### config.mk
export PLATFORM = sky130hd
export DESIGN_NAME = coincidence_counter_flat
export DESIGN_NICKNAME = d
export VERILOG_FILES = /design/src/rtl/coincidence_counter_if.sv /design/src/rtl/coincidence_counter.sv /design/src/flat_wrapper.sv
export SDC_FILE = /design/constraint.sdc
export NUM_CORES = 1
export LEC_CHECK = 0
export BUFFER_PORTS_ARGS = -buffer_cell sky130_fd_sc_hd__buf_4
export CORE_UTILIZATION = 57
export DETAILED_ROUTE_END_ITERATION = 6
export PLACE_DENSITY_LB_ADDON = 0.2
export SLEW_MARGIN = 20
export SYNTH_ARGS = -nofsm -noshare
export SYNTH_HDL_FRONTEND = slang
export SYNTH_SLANG_ARGS = --single-unit
export TNS_END_PERCENT = 10
### constraint.sdc
create_clock -name clk -period 3.18 [get_ports clk]
set_input_delay 0 -clock clk [delete_from_list [all_inputs] [get_ports clk]]
set_output_delay 0 -clock clk [all_outputs]
set_load 0.005 [all_outputs]
### src/rtl/coincidence_counter_if.sv
// Control, pulse and readout signals of the coincidence counter.
interface coincidence_counter_if #(
   parameter int unsigned CNT_W  = 32,
   parameter int unsigned GATE_W = 32
);
   logic              start;
   logic [GATE_W-1:0] gate_len;
   logic              pulse_a;
   logic              pulse_b;
   logic              busy;
   logic              out_valid;
   logic              out_ready;
   logic [CNT_W-1:0]  cnt_a;
   logic [CNT_W-1:0]  cnt_b;
   logic [CNT_W-1:0]  cnt_ab;
   logic              overflow;

   // Counter side: consumes pulses/control, publishes results.
   modport master (
      input  start, gate_len, pulse_a, pulse_b, out_ready,
      output busy, out_valid, cnt_a, cnt_b, cnt_ab, overflow
   );

   // Host/readout side.
   modport slave (
      output start, gate_len, pulse_a, pulse_b, out_ready,
      input  busy, out_valid, cnt_a, cnt_b, cnt_ab, overflow
   );
endinterface

### src/rtl/coincidence_counter.sv
// Gated singles and A/B coincidence counter with valid/ready readout.
module coincidence_counter #(
   parameter int unsigned CNT_W  = 32,
   parameter int unsigned GATE_W = 32,
   parameter int unsigned WIN    = 4
) (
   input logic                   clk,
   input logic                   rst_n,
   coincidence_counter_if.master bus
);

   localparam int unsigned AGE_W = (WIN < 2) ? 1 : $clog2(WIN + 1);
   localparam logic [AGE_W-1:0] AGE_EXP = AGE_W'(WIN);
   localparam logic [AGE_W-1:0] AGE_LIM = AGE_W'(WIN - 1);
   localparam logic [CNT_W-1:0] CNT_MAX = '1;

   typedef enum logic [1:0] {
      S_IDLE  = 2'd0,
      S_COUNT = 2'd1,
      S_DONE  = 2'd2
   } state_e;

   state_e            state_q, state_d;
   logic [GATE_W-1:0] gate_q, gate_d;
   logic [CNT_W-1:0]  cnt_a_q, cnt_a_d;
   logic [CNT_W-1:0]  cnt_b_q, cnt_b_d;
   logic [CNT_W-1:0]  cnt_ab_q, cnt_ab_d;
   logic              ovf_q, ovf_d;
   logic              busy_q, busy_d;
   logic              valid_q, valid_d;
   logic [AGE_W-1:0]  age_a_q, age_a_d;
   logic [AGE_W-1:0]  age_b_q, age_b_d;
   logic              pair;
   logic [CNT_W:0]    res_a, res_b, res_ab;

   // Saturating increment; MSB of the result flags a lost count.
   function automatic logic [CNT_W:0] sat_inc(input logic [CNT_W-1:0] cnt, input logic en);
      logic [CNT_W:0] r;
      if (!en) begin
         r = {1'b0, cnt};
      end else if (cnt == CNT_MAX) begin
         r = {1'b1, cnt};
      end else begin
         r = {1'b0, cnt + CNT_W'(1)};
      end
      return r;
   endfunction

   // Age of the last unpaired pulse: restart on a pulse, else count up to expiry.
   function automatic logic [AGE_W-1:0] age_next(input logic [AGE_W-1:0] age, input logic pulse);
      logic [AGE_W-1:0] r;
      if (pulse) begin
         r = '0;
      end else if (age >= AGE_EXP) begin
         r = AGE_EXP;
      end else begin
         r = age + AGE_W'(1);
      end
      return r;
   endfunction

   // Next-state: gate sequencing, singles, coincidence pairing and readout handshake.
   always_comb begin
      state_d  = state_q;
      gate_d   = gate_q;
      cnt_a_d  = cnt_a_q;
      cnt_b_d  = cnt_b_q;
      cnt_ab_d = cnt_ab_q;
      ovf_d    = ovf_q;
      busy_d   = busy_q;
      valid_d  = valid_q;
      age_a_d  = age_a_q;
      age_b_d  = age_b_q;
      pair     = 1'b0;
      res_a    = '0;
      res_b    = '0;
      res_ab   = '0;

      case (state_q)
         S_IDLE: begin
            if (bus.start) begin
               state_d  = S_COUNT;
               gate_d   = (bus.gate_len == '0) ? GATE_W'(1) : bus.gate_len;
               cnt_a_d  = '0;
               cnt_b_d  = '0;
               cnt_ab_d = '0;
               ovf_d    = 1'b0;
               age_a_d  = AGE_EXP;
               age_b_d  = AGE_EXP;
               busy_d   = 1'b1;
            end
         end

         S_COUNT: begin
            // Priority: same-cycle pair, then B closing an open A, then A closing an open B.
            if (bus.pulse_a && bus.pulse_b) begin
               pair = 1'b1;
            end else if (bus.pulse_b && (age_a_q < AGE_LIM)) begin
               pair = 1'b1;
            end else if (bus.pulse_a && (age_b_q < AGE_LIM)) begin
               pair = 1'b1;
            end

            if (pair) begin
               age_a_d = AGE_EXP;
               age_b_d = AGE_EXP;
            end else begin
               age_a_d = age_next(age_a_q, bus.pulse_a);
               age_b_d = age_next(age_b_q, bus.pulse_b);
            end

            res_a    = sat_inc(cnt_a_q, bus.pulse_a);
            res_b    = sat_inc(cnt_b_q, bus.pulse_b);
            res_ab   = sat_inc(cnt_ab_q, pair);
            cnt_a_d  = res_a[CNT_W-1:0];
            cnt_b_d  = res_b[CNT_W-1:0];
            cnt_ab_d = res_ab[CNT_W-1:0];
            ovf_d    = ovf_q | res_a[CNT_W] | res_b[CNT_W] | res_ab[CNT_W];

            if (gate_q == GATE_W'(1)) begin
               state_d = S_DONE;
               valid_d = 1'b1;
            end else begin
               gate_d = gate_q - GATE_W'(1);
            end
         end

         S_DONE: begin
            if (bus.out_ready) begin
               state_d = S_IDLE;
               valid_d = 1'b0;
               busy_d  = 1'b0;
            end
         end

         default: begin
            state_d = S_IDLE;
            valid_d = 1'b0;
            busy_d  = 1'b0;
         end
      endcase
   end

   // State and output registers.
   always_ff @(posedge clk or negedge rst_n) begin
      if (!rst_n) begin
         state_q  <= S_IDLE;
         gate_q   <= '0;
         cnt_a_q  <= '0;
         cnt_b_q  <= '0;
         cnt_ab_q <= '0;
         ovf_q    <= 1'b0;
         busy_q   <= 1'b0;
         valid_q  <= 1'b0;
         age_a_q  <= AGE_EXP;
         age_b_q  <= AGE_EXP;
      end else begin
         state_q  <= state_d;
         gate_q   <= gate_d;
         cnt_a_q  <= cnt_a_d;
         cnt_b_q  <= cnt_b_d;
         cnt_ab_q <= cnt_ab_d;
         ovf_q    <= ovf_d;
         busy_q   <= busy_d;
         valid_q  <= valid_d;
         age_a_q  <= age_a_d;
         age_b_q  <= age_b_d;
      end
   end

   assign bus.busy      = busy_q;
   assign bus.out_valid = valid_q;
   assign bus.cnt_a     = cnt_a_q;
   assign bus.cnt_b     = cnt_b_q;
   assign bus.cnt_ab    = cnt_ab_q;
   assign bus.overflow  = ovf_q;

endmodule

### src/flat_wrapper.sv
// flat-port wrapper written by rule: the top's interface ports become plain ports
module coincidence_counter_flat 
#(
   parameter int unsigned CNT_W  = 32,
   parameter int unsigned GATE_W = 32,
   parameter int unsigned WIN    = 4
)
  (clk, rst_n, bus_start, bus_gate_len, bus_pulse_a, bus_pulse_b, bus_out_ready, bus_busy, bus_out_valid, bus_cnt_a, bus_cnt_b, bus_cnt_ab, bus_overflow);
  coincidence_counter_if #(.CNT_W(CNT_W), .GATE_W(GATE_W)) bus_i ();
  input logic clk;
  input logic rst_n;
  input wire logic [$bits(bus_i.start)-1:0] bus_start;
  input wire logic [$bits(bus_i.gate_len)-1:0] bus_gate_len;
  input wire logic [$bits(bus_i.pulse_a)-1:0] bus_pulse_a;
  input wire logic [$bits(bus_i.pulse_b)-1:0] bus_pulse_b;
  input wire logic [$bits(bus_i.out_ready)-1:0] bus_out_ready;
  output wire logic [$bits(bus_i.busy)-1:0] bus_busy;
  output wire logic [$bits(bus_i.out_valid)-1:0] bus_out_valid;
  output wire logic [$bits(bus_i.cnt_a)-1:0] bus_cnt_a;
  output wire logic [$bits(bus_i.cnt_b)-1:0] bus_cnt_b;
  output wire logic [$bits(bus_i.cnt_ab)-1:0] bus_cnt_ab;
  output wire logic [$bits(bus_i.overflow)-1:0] bus_overflow;
  assign bus_i.start = bus_start;
  assign bus_i.gate_len = bus_gate_len;
  assign bus_i.pulse_a = bus_pulse_a;
  assign bus_i.pulse_b = bus_pulse_b;
  assign bus_i.out_ready = bus_out_ready;
  assign bus_busy = bus_i.busy;
  assign bus_out_valid = bus_i.out_valid;
  assign bus_cnt_a = bus_i.cnt_a;
  assign bus_cnt_b = bus_i.cnt_b;
  assign bus_cnt_ab = bus_i.cnt_ab;
  assign bus_overflow = bus_i.overflow;
  coincidence_counter #(.CNT_W(CNT_W), .GATE_W(GATE_W), .WIN(WIN)) u_core (.clk(clk), .rst_n(rst_n), .bus(bus_i));
endmodule
==> results of run 1 <==
per-layer routing:
layer | vias to the layer above | share of wire, % | wire length [um] | GRT usage [%]
met5 | - | 0 | 0 | 0
met4 | 0 | 1.7 | 416 | 9.756
met3 | 51 | 7.9 | 1883 | 7.350
met2 | 441 | 48 | 11580 | 53.92
met1 | 4124 | 42 | 10100 | 45.70
li1 | 3930 | - | - | -
synthesized netlist by cell type (4+ instances only):
cell type,n
a31o_2,6
a21oi_1,34
clkbuf_1,33
and2_1,6
nor3_1,36
or3_1,14
nor2_1,56
nor4_1,30
nor4_2,4
a211o_1,4
inv_1,21
buf_1,4
nand2_1,110
buf_2,6
xnor2_1,7
nor4b_1,4
a31oi_1,23
o31ai_1,28
dfrtp_1,137
mux2i_1,32
a311oi_1,5
ha_1,9
o22ai_1,8
and3_1,27
o211ai_1,17
nand4_1,49
nand3_1,55
and4_1,11
or4_1,25
a211oi_1,7
nand2b_1,6
o21ai_0,28
o311ai_0,9
final cells by class:
type	count	area, um^2	area share, %
clock buffer	26	479.2	4.631
inverter	21	78.83	0.7617
sequential	139	3481	33.64
timing repair buffer	197	1585	15.32
multi-input combinational	718	4459	43.09
tap	180	225.2	2.176
clock inverter	3	40.04	0.3869
placed cells by master (no fill, tap or decap), types with 17 or more instances in the layout:
cell type | netlist | layout
buf_4 | 1 | 159
clkbuf_16 | 0 | 17
dlygate4sd3_1 | 0 | 36
nor2_1 | 56 | 56
o21ai_0 | 28 | 28
a31oi_1 | 23 | 23
mux2i_1 | 32 | 32
o31ai_1 | 28 | 28
or4_1 | 25 | 25
nor4_1 | 30 | 30
o211ai_1 | 17 | 17
inv_1 | 21 | 21
and3_1 | 27 | 27
nand2_1 | 110 | 110
nor3_1 | 36 | 36
dfrtp_1 | 137 | 137
a21oi_1 | 34 | 34
nand3_1 | 55 | 55
nand4_1 | 49 | 49
power groups by stage:
stage	Clock, mW	Combinational [mW]	Sequential, mW
final	1.81	1.03	2.37
after global routing	1.89	1.14	2.40
after global placement	0	0.945	2.37
after CTS	1.82	1.03	2.35
after detailed placement	0	0.978	2.38
after floorplan	0	0.604	2.30
cells by family after synthesis:
group	share of synthesized area, %
AND/OR/NAND/NOR	30.17
AO/OA/AOI/OAI	17.46
flip-flops	42.35
buffers and inverters	3.517
multiplexers	4.171
XOR/XNOR	0.9591
adder cells (fa/ha/maj)	1.370
final timing paths:
kind / depth (start not counted) / end / from
max: 5 / u_core.gate_q[25]$_DFFE_PN0P_ / u_core.gate_q[16]$_DFFE_PN0P_
min: 5 / u_core.gate_q[29]$_DFFE_PN0P_ / bus_gate_len[29]
max reg2reg: 5 / u_core.gate_q[25]$_DFFE_PN0P_ / u_core.gate_q[16]$_DFFE_PN0P_
min reg2reg: 2 / u_core.age_b_q[2]$_DFFE_PN1P_ / u_core.age_b_q[2]$_DFFE_PN1P_
max in group asynchronous: 3 / u_core.age_b_q[2]$_DFFE_PN1P_ / rst_n
min in group asynchronous: 2 / u_core.bus.cnt_ab[28]$_DFFE_PN0P_ / rst_n
per-stage QoR:
stage | hold slack (ps) | std cells | setup WS, ps | power, mW | area [um^2]
floorplan | -295.6 | 925 | 918.3 | 2.908 | 8219
global placement | 113.0 | 1219 | 781.5 | 3.312 | 9469
detailed placement | 110.9 | 1219 | 686.8 | 3.355 | 9469
CTS | 1.899 | 1284 | 692.1 | 5.204 | 10350
global route | 65.87 | 1284 | 506.3 | 5.434 | 10350
finish | 27.17 | 1284 | 641.8 | 5.214 | 10350
flip-flops by register name, indices dropped and copies added, names as in the netlist:
name                  flops
u_core.bus.out_valid      1
u_core.bus.busy           1
u_core.gate_q            32
u_core.bus.cnt_b         32
u_core.bus.cnt_a         32
u_core.bus.overflow       1
u_core.age_b_q            3
u_core.age_a_q            3
u_core.bus.cnt_ab        32
u_core.state_q            2
worst min-delay path: cells and delay by family:
family | cells | cell delay [ps]
buf+inv | 1 | 80
simple gates | 1 | 40
compound gates | 3 | 280
==> results by group, run 1 <==
Clock tree
  • Max H-tree Level: 4
  • Clock sink total: 139
  • Worst-path clk slew: 60 ps
  • Maximum buffer depth of the clock tree: 2
  • Post-CTS Hold Fix Bufs: 36
  • Num CTS Buffers: 17
  • CTS tree: built
  • Worst-Skew Late Latency: 430 ps
  • Root buf cell: clkbuf_16
  • Post-cts sizing count: 0
  • Post-CTS setup buffer count: 0

Synthesis
  • Synth Cell Area: 0.008219 mm^2
  • Register bit total from synthesis: 139
  • Cell variety after synth: 72
  • Mapped Nets: 972
  • FFs w/ async S/R, synth: 100.0%
  • Yosys warns: 0
  • Synth Area per Inst: 8.886 um^2
  • Number of synthesized flops with an enable pin: 0
  • Syn Inst Count: 925
  • Synth area leader: dfrtp_1
  • Synth top area share: 41.71%
  • Top post-synthesis cells by area: dfrtp_1, nand2_1, mux2i_1
  • Most used DFF post-synth: dfrtp_1
  • Register area share after synthesis: 42.35%

Setup path
  • Worst path max stage delay: 620 ps
  • R2R Setup Slk: 640 ps
  • Critical path class: flip-flop to flip-flop
  • Worst-path fanout max: 10
  • Critical path buffers and inverters: 0
  • Crit end category: flip-flop
  • Largest delay share family, worst path: simple AND/OR/NAND/NOR gates
  • Critical path startpoint category: flip-flop
  • Required time of the critical path: 3460 ps
  • Worst EP arrival: 2820 ps
  • Crit path cell chain: nor4_1, nand3_1, or4_1, nor2_1, o211ai_1
  • Critical path's slowest cell: or4_1

Pwr
  • Worst vdd ir: 408.4 uV
  • Cell Pwr Density: 503.8 mW/mm^2
  • Logic pwr share: 19.8%
  • Pleak: 4.471 nW
  • Sw Pwr: 1.600 mW
  • Internal: 3.614 mW
  • Sequential power share: 45.5%
  • Switching share of power: 30.68%
  • Power share of the clock group: 34.8%

Timing
  • Post-route setup TNS: 0 ps
  • Slew @ Worst Pin: 811.8 ps
  • Worst slew margin: 45.46%
  • Max Slew Vio Count: 0
  • Setup Skew: 5.432 ps
  • Period utilization: 79.82%
  • Fmax: 394.0 MHz
  • Unrepaired setup endpoints after global routing: no
  • Setup violators final: 0
  • Period minus WS final: 2538 ps
  • Final hold violation count: 0

Run status
  • Status: finished, final reports clean

Drt
  • ANT nets after route: 0
  • Vias per inst: 6.656
  • Vias: 8546
  • Wire per inst: 18.68 um
  • Drt initial violations: 881
  • Drt pass-1 iters: 5
  • # DRC: 0
  • Final WL: 23.98 mm

Die
  • Total core area: 0.01399 mm^2
  • Row cnt: 43
  • Starting density of the core: 58.76%
  • Die width: 122.1 um
  • Die area: 0.01490 mm^2
  • IO Pins: 137
  • Die height: 122.1 um

GRT
  • Initial antenna violation count: 0
  • Grt total ovfl: 0
  • GRT Overall Usage: 33.63%
  • Number of global-route vias before repair: 7979
  • First-pass GRT wire length: 39.36 mm
  • Largest net degree at the start of global routing: 85

Flow run
  • # Max-Cap Violations: 0

Placement
  • Placer Congestion: 0.9250
  • Port Buf Inserts: 136
  • Post-DP HPWL: 15.98 mm

Finish
  • Final #Nets: 1141
  • Final design utilization: 73.98%
  • Synthesis-to-finish area growth: 25.91%
  • Layout cells sized above 1: 19.29%
  • Ant diodes: 0
  • Fill count: 1046

Hold path
  • HP Class: primary input to flip-flop
Power figures use the tool's default switching activity.
==> run 2, diff against run 1 <==
- CORE_UTILIZATION: 57 -> 52
- clock period: 3.18 -> 2.2 ns (I/O delays scaled with it)
==> results by group, run 2 (synthesized netlist as in run 1, its figures left out) <==
Flow run
  • # Max-Cap Violations: 0 (unchanged)

Clock tree
  • Worst-path clk slew: 60 ps (about the same)
  • Worst-Skew Late Latency: 420 ps (about the same)
  • CTS tree: built
  • Root buf cell: clkbuf_16
  • Num CTS Buffers: 17 (unchanged)
  • Maximum buffer depth of the clock tree: 2 (unchanged)
  • Clock sink total: 139 (unchanged)
  • Max H-tree Level: 4 (unchanged)

Hold path
  • HP Class: primary input to flip-flop

Setup path
  • Worst-path fanout max: 4 (-6)
  • Largest delay share family, worst path: simple AND/OR/NAND/NOR gates
  • Critical path buffers and inverters: 0 (unchanged)
  • Crit path cell chain: or4_4, or3_4, or4b_4, a31oi_1, o31ai_1
  • R2R cell count: 5 (unchanged)
  • Reg2Reg Capture Point: u_core.gate_q[31]$_DFFE_PN0P_
  • Levels on crit path: 5 (unchanged)
  • Worst EP arrival: 2530 ps (-290 ps)
  • R2R Setup Slk: -30 ps (-670 ps)
  • Required time of the critical path: 2500 ps (-960 ps)
  • Worst path max stage delay: 570 ps (-50 ps)
  • Critical path's slowest cell: or4_4
  • Critical path startpoint category: flip-flop
  • First element of the critical path: u_core.gate_q[17]$_DFFE_PN0P_
  • Reg-to-reg critical path startpoint: u_core.gate_q[17]$_DFFE_PN0P_
  • Critical path class: flip-flop to flip-flop
  • Crit end category: flip-flop
  • CP endpoint: u_core.gate_q[31]$_DFFE_PN0P_

Pwr
  • Worst vdd ir: 635.7 uV (+56%)
  • Sequential power share: 41.2% (-4.3 points)
  • Sw Pwr: 2.456 mW (+54%)
  • Pleak: 4.986 nW (+12%)
  • Switching share of power: 30.13% (-0.55 points)
  • Cell Pwr Density: 725.8 mW/mm^2 (+44%)
  • Total Power: 8.152 mW (+56%)
  • Power share of the clock group: 36.0% (+1.2 points)
  • Internal: 5.696 mW (+58%)
  • Logic pwr share: 22.8% (+3.0 points)

Timing
  • Slew @ Worst Pin: 578.2 ps (-233.6 ps)
  • Period utilization: 101.2% (+21 points)
  • Fmax: 449.2 MHz (+14%)
  • Max Slew Vio Count: 0 (unchanged)
  • Setup Skew: 9.121 ps (+3.689 ps)
  • Final worst-path setup slack: -26.40 ps (-668.2 ps)
  • Worst slew margin: 61.45% (+16 points)
  • Setup violators final: 1 (+1)
  • Unrepaired setup endpoints after global routing: yes
  • Post-route setup TNS: -26.40 ps (-26.40 ps)
  • Period minus WS final: 2226 ps (-311.8 ps)
  • Final hold violation count: 0 (unchanged)

Die
  • Die width: 127.7 um (+4.6%)
  • Die height: 127.7 um (+4.6%)
  • Starting density of the core: 53.67% (-5.1 points)
  • Die area: 0.01631 mm^2 (+9.5%)
  • Total core area: 0.01531 mm^2 (+9.5%)
  • Row cnt: 45 (+4.7%)
  • IO Pins: 137 (unchanged)

Finish
  • Finished Layout Cells: 1405 (+9.4%)
  • Ant diodes: 0 (unchanged)
  • Most frequent cells in the layout: buf_4, dfrtp_1, nand2_1, nor2_1, nand3_1
  • Layout cells sized above 1: 26.80% (+7.5 points)
  • Synthesis-to-finish area growth: 36.66%
  • Final #Nets: 1228 (+7.6%)
  • Most common cell after layout, fill and taps aside: buf_4

Drt
  • Vias per inst: 6.296 (-5.4%)
  • Top layer reached by signal wires: met4
  • Met2 routed WL: 11.78 mm (+1.7%)
  • Vias: 8846 (+3.5%)
  • Routed met3 length: 1.975 mm (+4.9%)
  • Final WL: 25.20 mm (+5.1%)
  • # DRC: 0 (unchanged)
  • Drt pass-1 iters: 7 (+2)
  • Metal-1 WL: 11.00 mm (+8.9%)
  • Drt initial violations: 801 (-9.1%)
  • Wire per inst: 17.94 um (-4.0%)
  • ANT nets after route: 0 (unchanged)

Run status
  • Status: finished with violations
  • Failing checks: negative setup slack

GRT
  • Initial antenna violation count: 0 (unchanged)
  • GRT Overall Usage: 31.30% (-2.3 points)
  • Number of global-route vias before repair: 8147 (+2.1%)
  • Grt total ovfl: 0 (unchanged)
  • First-pass GRT wire length: 40.66 mm (+3.3%)
  • Largest net degree at the start of global routing: 63 (-26%)

Placement
  • Post-DP HPWL: 17.02 mm (+6.5%)
  • Placer Congestion: 0.9159 (-0.98%)
  • Placed insts: 1336 (+9.6%)
  • Port Buf Inserts: 136 (unchanged)
==> run 2: cell types whose count changed in the layout (fill, tap and decap cells not counted), sizes merged <==
cell,previous run,this run
buf,161,249
bufinv,1,2
clkbuf,26,25
clkinv,2,5
dlygate4sd3,36,35
==> run 2: power by group through the flow <==
stage               registers, mW  logic, mW  clock network [mW]
floorplan                    3.33      0.874                   0
global placement             3.34       1.70                   0
finish                       3.36       1.86                2.93
global route                 3.40       2.05                3.07
CTS                          3.32       1.82                2.95
detailed placement           3.36       1.74                   0
==> run 2: layout make-up <==
type,instances,area [um^2]
multi-input combinational,718,4534
fill,1194,4083
sequential,139,3481
timing repair buffer,284,2273
clock buffer,25,515.5
tap,211,264.0
clock inverter,7,85.08
inverter,21,78.83
==> run 2: worst min path at each step <==
stage,startpoint,slack [ps],depth (start not counted),end
after floorplan,rst_n,-300,0,u_core.age_a_q[0]$_DFFE_PN0P_
after global placement,rst_n,20,1,u_core.bus.cnt_ab[28]$_DFFE_PN0P_
after CTS,bus_gate_len[16],20,4,u_core.gate_q[16]$_DFFE_PN0P_
after detailed placement,rst_n,20,1,u_core.bus.cnt_ab[28]$_DFFE_PN0P_
final,bus_gate_len[16],50,4,u_core.gate_q[16]$_DFFE_PN0P_
after global routing,bus_gate_len[19],90,4,u_core.gate_q[19]$_DFFE_PN0P_
==> run 2: through the flow <==
| step | hold slack (ps) | utilization [%] | setup WS, ps | cell area, um^2 |
|---|---|---|---|---|
| final | 53.75 | 73.34 | -26.40 | 11230 |
| after global routing | 94.68 | 73.34 | -87.64 | 11230 |
| after CTS | 23.50 | 72.97 | 5.137 | 11180 |
| after detailed placement | 22.59 | 66.54 | -25.90 | 10190 |
| after global placement | 17.88 | 66.54 | 1.605 | 10190 |
| after floorplan | -295.6 | - | -28.81 | 8219 |
==> run 2: tightest hold or removal path, delay by kind of cell <==
family	cells	cell delay, ps
AOI/OAI and AO/OA	2	230
buffers and inverters	1	90
and+or+nand+nor	1	100
==> run 2: timing repair <==
item                       CTS  global route
pin swaps                    1             4
buffers inserted             1             1
hold buffers                35             0
setup endpoints to repair    3            35
hold endpoints to repair    95             0
resized for setup            4            10
==> run 2: layer usage <==
| metal | up-vias | track usage, % |
|---|---|---|
| met2 | 393 | 50.22 |
| li1 | 4121 | - |
| met1 | 4273 | 43.01 |
| met5 | - | 0 |
| met4 | 0 | 7.405 |
| met3 | 59 | 7.262 |
==> run 3, diff against run 2 <==
- RECOVER_POWER: unset -> 100
==> results by group, run 3 (synthesized netlist as in run 1, its figures left out) <==
Timing
  • Period minus WS final: 2222 ps (-4.823 ps)
  • Worst slew margin: -5.749% (-67 points)
  • Slew @ Worst Pin: 1586 ps (+1008 ps)
  • Post-route setup TNS: -21.57 ps (+4.823 ps)
  • Min Hold Slack: 52.57 ps (-1.179 ps)
  • Setup Skew: 7.296 ps (-1.826 ps)
  • Final worst-path setup slack: -21.57 ps (+4.823 ps)
  • Final hold violation count: 0 (unchanged)
  • Period utilization: 101.0% (-0.22 points)
  • Max Slew Vio Count: 63 (+63)
  • Setup violators final: 1 (unchanged)
  • Unrepaired setup endpoints after global routing: yes
  • Fmax: 450.1 MHz (+0.22%)

Setup path
  • Critical path startpoint category: flip-flop
  • Worst-path fanout max: 4 (unchanged)
  • R2R Setup Slk: -20 ps (about the same)
  • Reg-to-reg critical path startpoint: u_core.gate_q[17]$_DFFE_PN0P_
  • Critical path class: flip-flop to flip-flop
  • R2R cell count: 5 (unchanged)
  • Worst EP arrival: 2520 ps (about the same)
  • First element of the critical path: u_core.gate_q[17]$_DFFE_PN0P_
  • Reg2Reg Capture Point: u_core.gate_q[31]$_DFFE_PN0P_
  • Crit end category: flip-flop
  • Required time of the critical path: 2500 ps (about the same)
  • CP endpoint: u_core.gate_q[31]$_DFFE_PN0P_

Clock tree
  • Maximum buffer depth of the clock tree: 2 (unchanged)
  • Clock sink total: 139 (unchanged)
  • Worst-path clk slew: 60 ps (about the same)
  • Max H-tree Level: 4 (unchanged)
  • Num CTS Buffers: 17 (unchanged)
  • CTS tree: built
  • Worst-Skew Late Latency: 420 ps (about the same)
  • Root buf cell: clkbuf_16

Placement
  • Placer Congestion: 0.9159 (unchanged)
  • Post-DP HPWL: 17.02 mm (unchanged)
  • Port Buf Inserts: 136 (unchanged)

Drt
  • Drt pass-1 iters: 6 (-1)
  • Wire per inst: 17.83 um (-0.60%)
  • Vias: 8825 (-0.24%)
  • Drt initial violations: 903 (+13%)
  • Final WL: 25.05 mm (-0.60%)
  • # DRC: 0 (unchanged)
  • Vias per inst: 6.281 (-0.24%)
  • ANT nets after route: 0 (unchanged)

GRT
  • First-pass GRT wire length: 40.66 mm (unchanged)
  • Number of global-route vias before repair: 8147 (unchanged)
  • Initial antenna violation count: 0 (unchanged)
  • Grt total ovfl: 0 (unchanged)
  • Largest net degree at the start of global routing: 63 (unchanged)
  • GRT Overall Usage: 31.30% (unchanged)

Pwr
  • Worst vdd ir: 633.7 uV (-0.31%)
  • Cell Pwr Density: 730.5 mW/mm^2 (+0.64%)
  • Total Power: 8.099 mW (-0.66%)
  • Pleak: 4.801 nW (-3.7%)

Die
  • Total core area: 0.01531 mm^2 (unchanged)
  • Die height: 127.7 um (unchanged)
  • Row cnt: 45 (unchanged)
  • Starting density of the core: 53.67% (unchanged)
  • Die width: 127.7 um (unchanged)
  • Die area: 0.01631 mm^2 (unchanged)
  • IO Pins: 137 (unchanged)

Finish
  • Most common cell after layout, fill and taps aside: dfrtp_1
  • Fill count: 1225 (+2.6%)
  • FF/Latch Area: 0.003481 mm^2 (unchanged)
  • Ant diodes: 0 (unchanged)
  • Final #Nets: 1228 (unchanged)
  • Area of the multi-input gates: 0.004532 mm^2 (about the same)
  • Most frequent cells in the layout: dfrtp_1, buf_4, nand2_1, clkbuf_4, nor2_1
  • Synthesis-to-finish area growth: 34.89%
  • Layout cells sized above 1: 24.04% (-2.8 points)

Run status
  • Status: finished with violations
  • Failing checks: max-capacitance violations, max-slew violations, negative setup slack

Flow run
  • # Max-Cap Violations: 1 (+1)

Hold path
  • HP Class: primary input to flip-flop
[run 3: changes by cell type in the layout (fill, tap and decap cells not counted), sizes merged]
cell	before	now
buf	249	141
clkbuf	25	133
[run 3: layout make-up]
| class | instances | share of cell area, % |
|---|---|---|
| Inverter | 21 | 0.7110 |
| Timing Repair Buffer | 284 | 19.22 |
| Clock buffer | 25 | 4.650 |
| Sequential cell | 139 | 31.40 |
| Multi-Input combinational cell | 718 | 40.88 |
| Tap cell | 211 | 2.381 |
| Clock inverter | 7 | 0.7674 |
[run 3: worst min path at each step]
stage,endpoint,startpoint,cells past startpoint,slack [ps]
final,u_core.gate_q[16]$_DFFE_PN0P_,bus_gate_len[16],4,50
after global routing,u_core.gate_q[19]$_DFFE_PN0P_,bus_gate_len[19],4,90
after CTS,u_core.gate_q[16]$_DFFE_PN0P_,bus_gate_len[16],4,20
after detailed placement,u_core.bus.cnt_ab[28]$_DFFE_PN0P_,rst_n,1,20
after global placement,u_core.bus.cnt_ab[28]$_DFFE_PN0P_,rst_n,1,20
after floorplan,u_core.age_a_q[0]$_DFFE_PN0P_,rst_n,0,-300
[run 3: routing by layer]
layer / up-vias / track usage [%] / wire [um]
met1: 4218 / 43.01 / 10920
met4: 0 / 7.405 / 382
met3: 53 / 7.262 / 2086
met5: - / 0 / 0
li1: 4113 / - / -
met2: 441 / 50.22 / 11660
[run 3: critical path, cell delays in order (launching register included)]
cell and delay, ps:
dfrtp_1 400, or4_4 570, or3_4 360, or4b_4 550, a31oi_1 140, o31ai_1 80
[run 3: report_power, final]
part / switching [mW] / internal, mW
registers: 0.425 / 2.92
clock network: 1.09 / 1.84
logic: 0.925 / 0.898
total: 2.44 / 5.66
[run 3: timing repair]
action	4_1_cts	5_1_grt
gates cloned	0	0
pin swaps	1	4
gates resized for setup	4	10
hold buffers	35	0
setup buffers	1	1
setup endpoints to repair	3	35
endpoints found under the hold margin	95	0
[run 3: metrics by stage]
stage	worst slack (ps)	cells	cell area, um^2	util [%]
6_report	-21.57	1405	11090	72.39
5_1_grt	-87.64	1405	11090	72.39
4_1_cts	5.137	1404	11180	72.97
3_5_place_dp	-25.90	1336	10190	66.54
3_3_place_gp	1.605	1336	10190	66.54
2_1_floorplan	-28.81	925	8219	-
